<file path="config.mk">
export PLATFORM = sky130hd
export DESIGN_NAME = slave_mem_subsystem
export DESIGN_NICKNAME = d
export VERILOG_FILES = /design/src/rtl/slave_mem_subsystem.sv
export SDC_FILE = /design/constraint.sdc
export NUM_CORES = 1
export LEC_CHECK = 0
export ABC_CLOCK_PERIOD_IN_PS = 13100
export CAP_MARGIN = 5
export CELL_PAD_IN_SITES_DETAIL_PLACEMENT = 0
export CELL_PAD_IN_SITES_GLOBAL_PLACEMENT = 1
export CORE_ASPECT_RATIO = 1.25
export CORE_MARGIN = 10
export CORE_UTILIZATION = 50
export CTS_BUF_LIST = sky130_fd_sc_hd__clkbuf_4
export DETAILED_ROUTE_END_ITERATION = 10
export GPL_TIMING_DRIVEN = 0
export PLACE_DENSITY = 0.76
export SLEW_MARGIN = 10
export SYNTH_ARGS = -nofsm -noshare
export SYNTH_HDL_FRONTEND = slang
export SYNTH_SLANG_ARGS = --single-unit
export TNS_END_PERCENT = 10
</file>
<file path="constraint.sdc">
create_clock -name clk -period 13.1 [get_ports clk]
set_clock_uncertainty 0.05 [all_clocks]
set_input_delay 1.31 -clock clk [delete_from_list [all_inputs] [get_ports clk]]
set_output_delay 1.31 -clock clk [all_outputs]
set_load 0.02 [all_outputs]
</file>
<file path="src/rtl/slave_mem_subsystem.sv">
// Node-walking subsystem: a 32 x 12-bit node ring, a slave walker that marks
// each visited node, and a 2:1 port mux that lets an external master take over.
module slave_mem_subsystem #(
  parameter int ADDR_W     = 5,
  parameter int NODE_W     = 12,
  parameter int START_ADDR = 0
) (
  input  logic              clk,
  input  logic              reset,
  input  logic              master_has_control,
  input  logic [ADDR_W-1:0] master_read_addr,
  input  logic [ADDR_W-1:0] master_write_addr,
  input  logic              master_write,
  input  logic [NODE_W-1:0] master_write_node,
  output logic [NODE_W-1:0] read_node,
  output logic              slave_done,
  output logic [ADDR_W:0]   slave_count
);

  localparam int DEPTH = 1 << ADDR_W;

  typedef enum logic {WALK, DONE} state_t;

  state_t              r_state;
  state_t              w_nextState;
  logic [ADDR_W-1:0]   r_ptr;
  logic [ADDR_W-1:0]   w_nextPtr;
  logic [ADDR_W:0]     r_count;
  logic [ADDR_W:0]     w_nextCount;
  logic [NODE_W-1:0]   r_mem [DEPTH];

  logic                w_slaveWrite;
  logic [NODE_W-1:0]   w_slaveNode;
  logic [ADDR_W-1:0]   w_readAddr;
  logic [ADDR_W-1:0]   w_writeAddr;
  logic                w_write;
  logic [NODE_W-1:0]   w_writeNode;
  logic [NODE_W-1:0]   w_readNode;

  // Port mux fields are selected individually so the read path never loops
  // through the slave's write-side logic.
  assign w_readAddr  = master_has_control ? master_read_addr  : r_ptr;
  assign w_writeAddr = master_has_control ? master_write_addr : r_ptr;
  assign w_write     = master_has_control ? master_write      : w_slaveWrite;
  assign w_writeNode = master_has_control ? master_write_node : w_slaveNode;

  assign w_readNode  = r_mem[w_readAddr];
  assign read_node   = w_readNode;

  always_ff @(posedge clk or posedge reset) begin
    if (reset) begin
      for (int i = 0; i < DEPTH; i++) begin
        r_mem[i] <= {2'b00, ADDR_W'(i + 1), ADDR_W'(i)};
      end
    end else if (w_write) begin
      r_mem[w_writeAddr] <= w_writeNode;
    end
  end

  always_ff @(posedge clk or posedge reset) begin
    if (reset) begin
      r_state <= WALK;
      r_ptr   <= ADDR_W'(START_ADDR);
      r_count <= '0;
    end else begin
      r_state <= w_nextState;
      r_ptr   <= w_nextPtr;
      r_count <= w_nextCount;
    end
  end

  assign w_slaveNode = {1'b1, w_readNode[NODE_W-2:0]};

  // The slave only advances while it owns the port, so a resumed walk
  // re-reads mem[ptr] and sees any master edits.
  always_comb begin
    w_nextState  = r_state;
    w_nextPtr    = r_ptr;
    w_nextCount  = r_count;
    w_slaveWrite = 1'b0;
    if (!master_has_control && r_state == WALK) begin
      if (!w_readNode[NODE_W-1]) begin
        w_slaveWrite = 1'b1;
        w_nextPtr    = w_readNode[2*ADDR_W-1:ADDR_W];
        if (r_count != '1) begin
          w_nextCount = r_count + 1'b1;
        end
      end else begin
        w_nextState = DONE;
      end
    end
  end

  assign slave_done  = (r_state == DONE);
  assign slave_count = r_count;

endmodule

</file>
Yosys cells after proc, flatten, opt, wreduce, memory -nomap -nowiden
Index checks and enable logic that the tools add are counted.

Output and inout bits: 19. Flip-flop bits (word level): 396.

Muxes and demuxes: 12. Eq/ne operators: 1. Reductions and logical operators: 6. Bitwise gates (word level): 4. Add/subtract/negate cells: 1. Order comparisons: 3.

Operators with widths (number): $bwmux W384 (1); $bmux W12 S5 (1); $demux W12 S5 (1); $mux W12 (4); $ge A6 B6 Y1 const B (2); $not A5 Y6 (2); $mux W5 (2); $add A6 B1 Y6 const B (1); $lt A6 B1 Y1 const B (1); $ne A6 B6 Y1 const B (1); $reduce_and A2 Y1 (2); $mux W1 (3); $reduce_and A3 Y1 (1); $logic_and A1 B1 Y1 (2); $not A1 Y1 (2); $logic_not A1 Y1 (1).

Logic depth before layout (Yosys ltp)
Depth after elaboration: 8. Gate-level depth with buffers: 14.

Worst setup path before layout
No wires, ideal clock.

Path type: input to output. Start point: in master_has_control. End point: out read_node[5]. Data required time: 11.740 ns. Stages on the path: 7. Path buffers: 2. Data arrival time: 3.142 ns. Setup slack: 8.598 ns. Path through: mux2_2 -> buf_6 -> buf_6 -> mux4_2 -> o2111a_1 -> a211oi_1 -> mux2i_1.

Cells in the longest elaborated chain, start to end: 5.

RTL lines: start: declaration (RTL line 10) `input logic master_has_control,`; $mux W5 (RTL line 42) `assign w_readAddr = master_has_control ? master_read_addr : r_ptr;`; $not A5 Y6 (implied by the code) (RTL line 47) `assign w_readNode = r_mem[w_readAddr];`; $bmux W12 S5 (RTL line 47); $mux W12 (implied by the code) (2 in series) (RTL line 47); end: declaration (RTL line 15) `output logic [NODE_W-1:0] read_node,`.

Every way passes these cells. The select of a mux whose other input is x is not followed.

Worst setup path in the final report
Same ends and word-level chain as after synthesis.

==> results.tsv <==
metric	value	unit
cts_max_path_buffers	3	
viasPerCell	6.70	
relSlewSlack	7.76	%
ys_seq_area_share	50.7	%
vias	17156	
status	finished clean	
arrival	6.33	ns
crit_buf_inv	4	
max_stage_delay	0.98	ns
path_max_fanout	10	
cts_tree	yes	
yosysMostFrequentCell	a2bb2oi_1	
power_density	237	mW/mm^2
yosys.area_share.simple	10.3	%
cts_resized	0	
fin_crit	7.69	ns
synth_top_family_by_area	compound AO/OA/AOI/OAI gates	
initial_utilization	50.8	%
crit_chain	clkdlybuf4s50_1 > buf_6 > nand2b_1 > o22ai_1 > clkbuf_1 > nand3_1 > o2111a_1 > a211oi_1 > mux2i_1 > clkdlybuf4s50_1	
dr.pass1.iters	7	
antenna_left	0	
synthMuxAreaShare	8.37	%
syn_inst	1823	
fp.coreArea	0.0392	mm^2
synth_nets	1850	
syn_area	0.0199	mm^2
cpLargestDelayFamily	buffers and inverters	
ys.flop_type	dfrtp_1	
wl_per_cell	32.5	um
cap_violations	0	
synth_commonest_cells	a2bb2oi_1, dfrtp_1, a21oi_1	
gp_congestion	1.01	
synthArstFlopShare	100	%
drive_above_1_share	24.4	%
ios	45	
place.port_buffers	41	
hp-class	flop to flop	
final_nets	2004	
grt_first_pass_wirelength	120000	um
placed_area	0.0211	mm^2
ys_types	67	
totalWireLength	83200	um
cts_setup_buffers	0	
final_area	0.0225	mm^2
ys_warn_count	0	
crit_type	primary input to output pin	
drt_iter0_drc	1825	
dpl.cell_count	2371	
whs	0.450	ns
synth_edf_count	0	
hold_viol	0	
slew_viol_final	0	
ys_ff_latch	396	
yosysTopAreaCell	dfrtp_1	
grt_pass1_vias	16987	
worst_pin_slew	1.38	ns
power.leakage	9.50	nW
die_y	243	um
synth_area_leaders	dfrtp_1, dfstp_2, a2bb2oi_1	
worstPathRequired	11.74	ns
avgSynthCellArea	10.9	um^2
antenna_found_initial	1	
cts_hold_buf	0	
rsz0062_at_grt	no	
track_usage	34.3	%
cts-htree-levels	3	
fp.dieArea	0.0483	mm^2
clock-sinks	396	
crit_path_top_delay_cell	a211oi_1	
drc	0	
clock_latency	0.89	ns
placementRows	81	
vdd_drop_max	114	uV
die_w	199	um
start_kind	primary input	
setup_viol	0	
fin_cells	2562	
cts_inserted_buffers	102	
grt_max_degree	125	
worst_setup_path_end_kind	output pin	
max_freq	0.130	GHz
root_buffer	clkbuf_4	
fin_crit_sh	58.7	%
area_growth	12.8	%
crit_top_cell	clkdlybuf4s50_1	
overflow	0	
synth_xor_area_share	0.176	%
synth_compound_area_share	25.6	%
yosysTopAreaCellShare	29.6	%
cts.clk_slew.worst_paths	0.06	ns
hpwl	59000	um
synthAdderAreaFrac	0.0628	%
[where the power goes]
part / internal [mW] / switching [mW]
Sequential: 1.87 / 0.333
Clock: 0.563 / 0.561
Combinational: 0.825 / 1.18
Total: 3.26 / 2.07
[worst register-to-register path: cells and delay by family, from the launching register on]
kind,cells,cell delay [ns]
AND/OR/NAND/NOR,3,1.51
AO/OA/AOI/OAI,5,2.32
flip-flops,1,0.63
buffers and inverters,1,0.67
[registers in the layout, indices dropped and copies added, names as in the netlist]
signal       flops
slave_done       1
r_ptr            5
slave_count      6
r_mem          384
[worst paths after layout]
check / from / endpoint / slack (ns) / cells after the start
setup / recovery: master_has_control / read_node[5] / 5.41 / 10
hold / removal: r_mem[114]$_DFFE_PP1P_ / r_mem[114]$_DFFE_PP1P_ / 0.45 / 1
setup reg to reg: r_ptr[1]$_DFFE_PP0P_ / r_mem[186]$_DFFE_PP0P_ / 7.71 / 9
hold reg to reg: r_mem[114]$_DFFE_PP1P_ / r_mem[114]$_DFFE_PP1P_ / 0.45 / 1
max in group asynchronous: reset / r_mem[183]$_DFFE_PP0P_ / 11.12 / 3
min in group asynchronous: reset / r_mem[379]$_DFFE_PP0P_ / 0.84 / 2
[layout by cell type, fill, tap and decap left out, types with 6 or more instances in the layout]
cell type | Yosys | final
nand2b_1 | 42 | 42
a211oi_4 | 0 | 6
nor2b_1 | 20 | 20
o2111a_1 | 8 | 8
a21oi_4 | 10 | 10
a22oi_1 | 25 | 25
nand2_1 | 185 | 185
a22o_1 | 7 | 7
mux2i_1 | 71 | 71
and2_1 | 19 | 19
o21ai_0 | 7 | 7
mux2_2 | 11 | 11
a32oi_1 | 7 | 7
a221oi_1 | 11 | 11
inv_1 | 8 | 7
a211oi_2 | 14 | 8
nand4_1 | 6 | 6
nor2_1 | 119 | 119
buf_4 | 17 | 17
dfrtp_1 | 236 | 236
buf_2 | 51 | 55
buf_1 | 9 | 9
mux4_2 | 35 | 35
nand3_1 | 37 | 37
clkdlybuf4s50_1 | 0 | 41
dfstp_2 | 160 | 160
clkbuf_4 | 0 | 149
clkbuf_1 | 64 | 64
clkinv_2 | 0 | 7
a21oi_1 | 220 | 220
o22ai_1 | 27 | 27
buf_6 | 21 | 22
a2bb2oi_1 | 293 | 293
nor3_1 | 14 | 14
a211oi_1 | 9 | 9
clkinv_1 | 0 | 29
[metal layers]
metal	part of all wire [%]	track usage, %	vias to the layer above	wire length (um)
li1	-	-	7188	-
met1	38	42.3	8744	31600
met2	45	50.9	973	37300
met3	8.8	7.99	251	7290
met4	8.5	27.1	0	7060
met5	0	0	-	0
[metrics by stage]
step	setup WS, ns	utilization [%]	setup TNS, ns	total power, mW
finish	5.41	57.3	0	5.34
global route	5.54	57.3	0	5.55
CTS	5.66	57.3	0	5.28
global placement	-3.56	53.5	-829.63	4.07
detailed placement	5.67	53.9	0	4.15
floorplan	0.994	-	0	3.37
[area by class of cell]
class                      instances  area [um^2]
inverter                           8         37.5
timing repair buffer              50          539
clock inverter                    41          215
fill                            3491        16700
multi-input combinational       1256         8930
antenna                            1         2.50
sequential                       396        10100
buffer                           163          908
tap                              498          623
clock buffer                     149         1120
[logic make-up after synthesis]
group,count (synthesis)
simple gates,458
xor+xnor,4
buf+inv,171
fa+ha+maj,1
mux,119
flops,396
compound gates,674
Note: power is estimated with default switching activity, not from simulation.
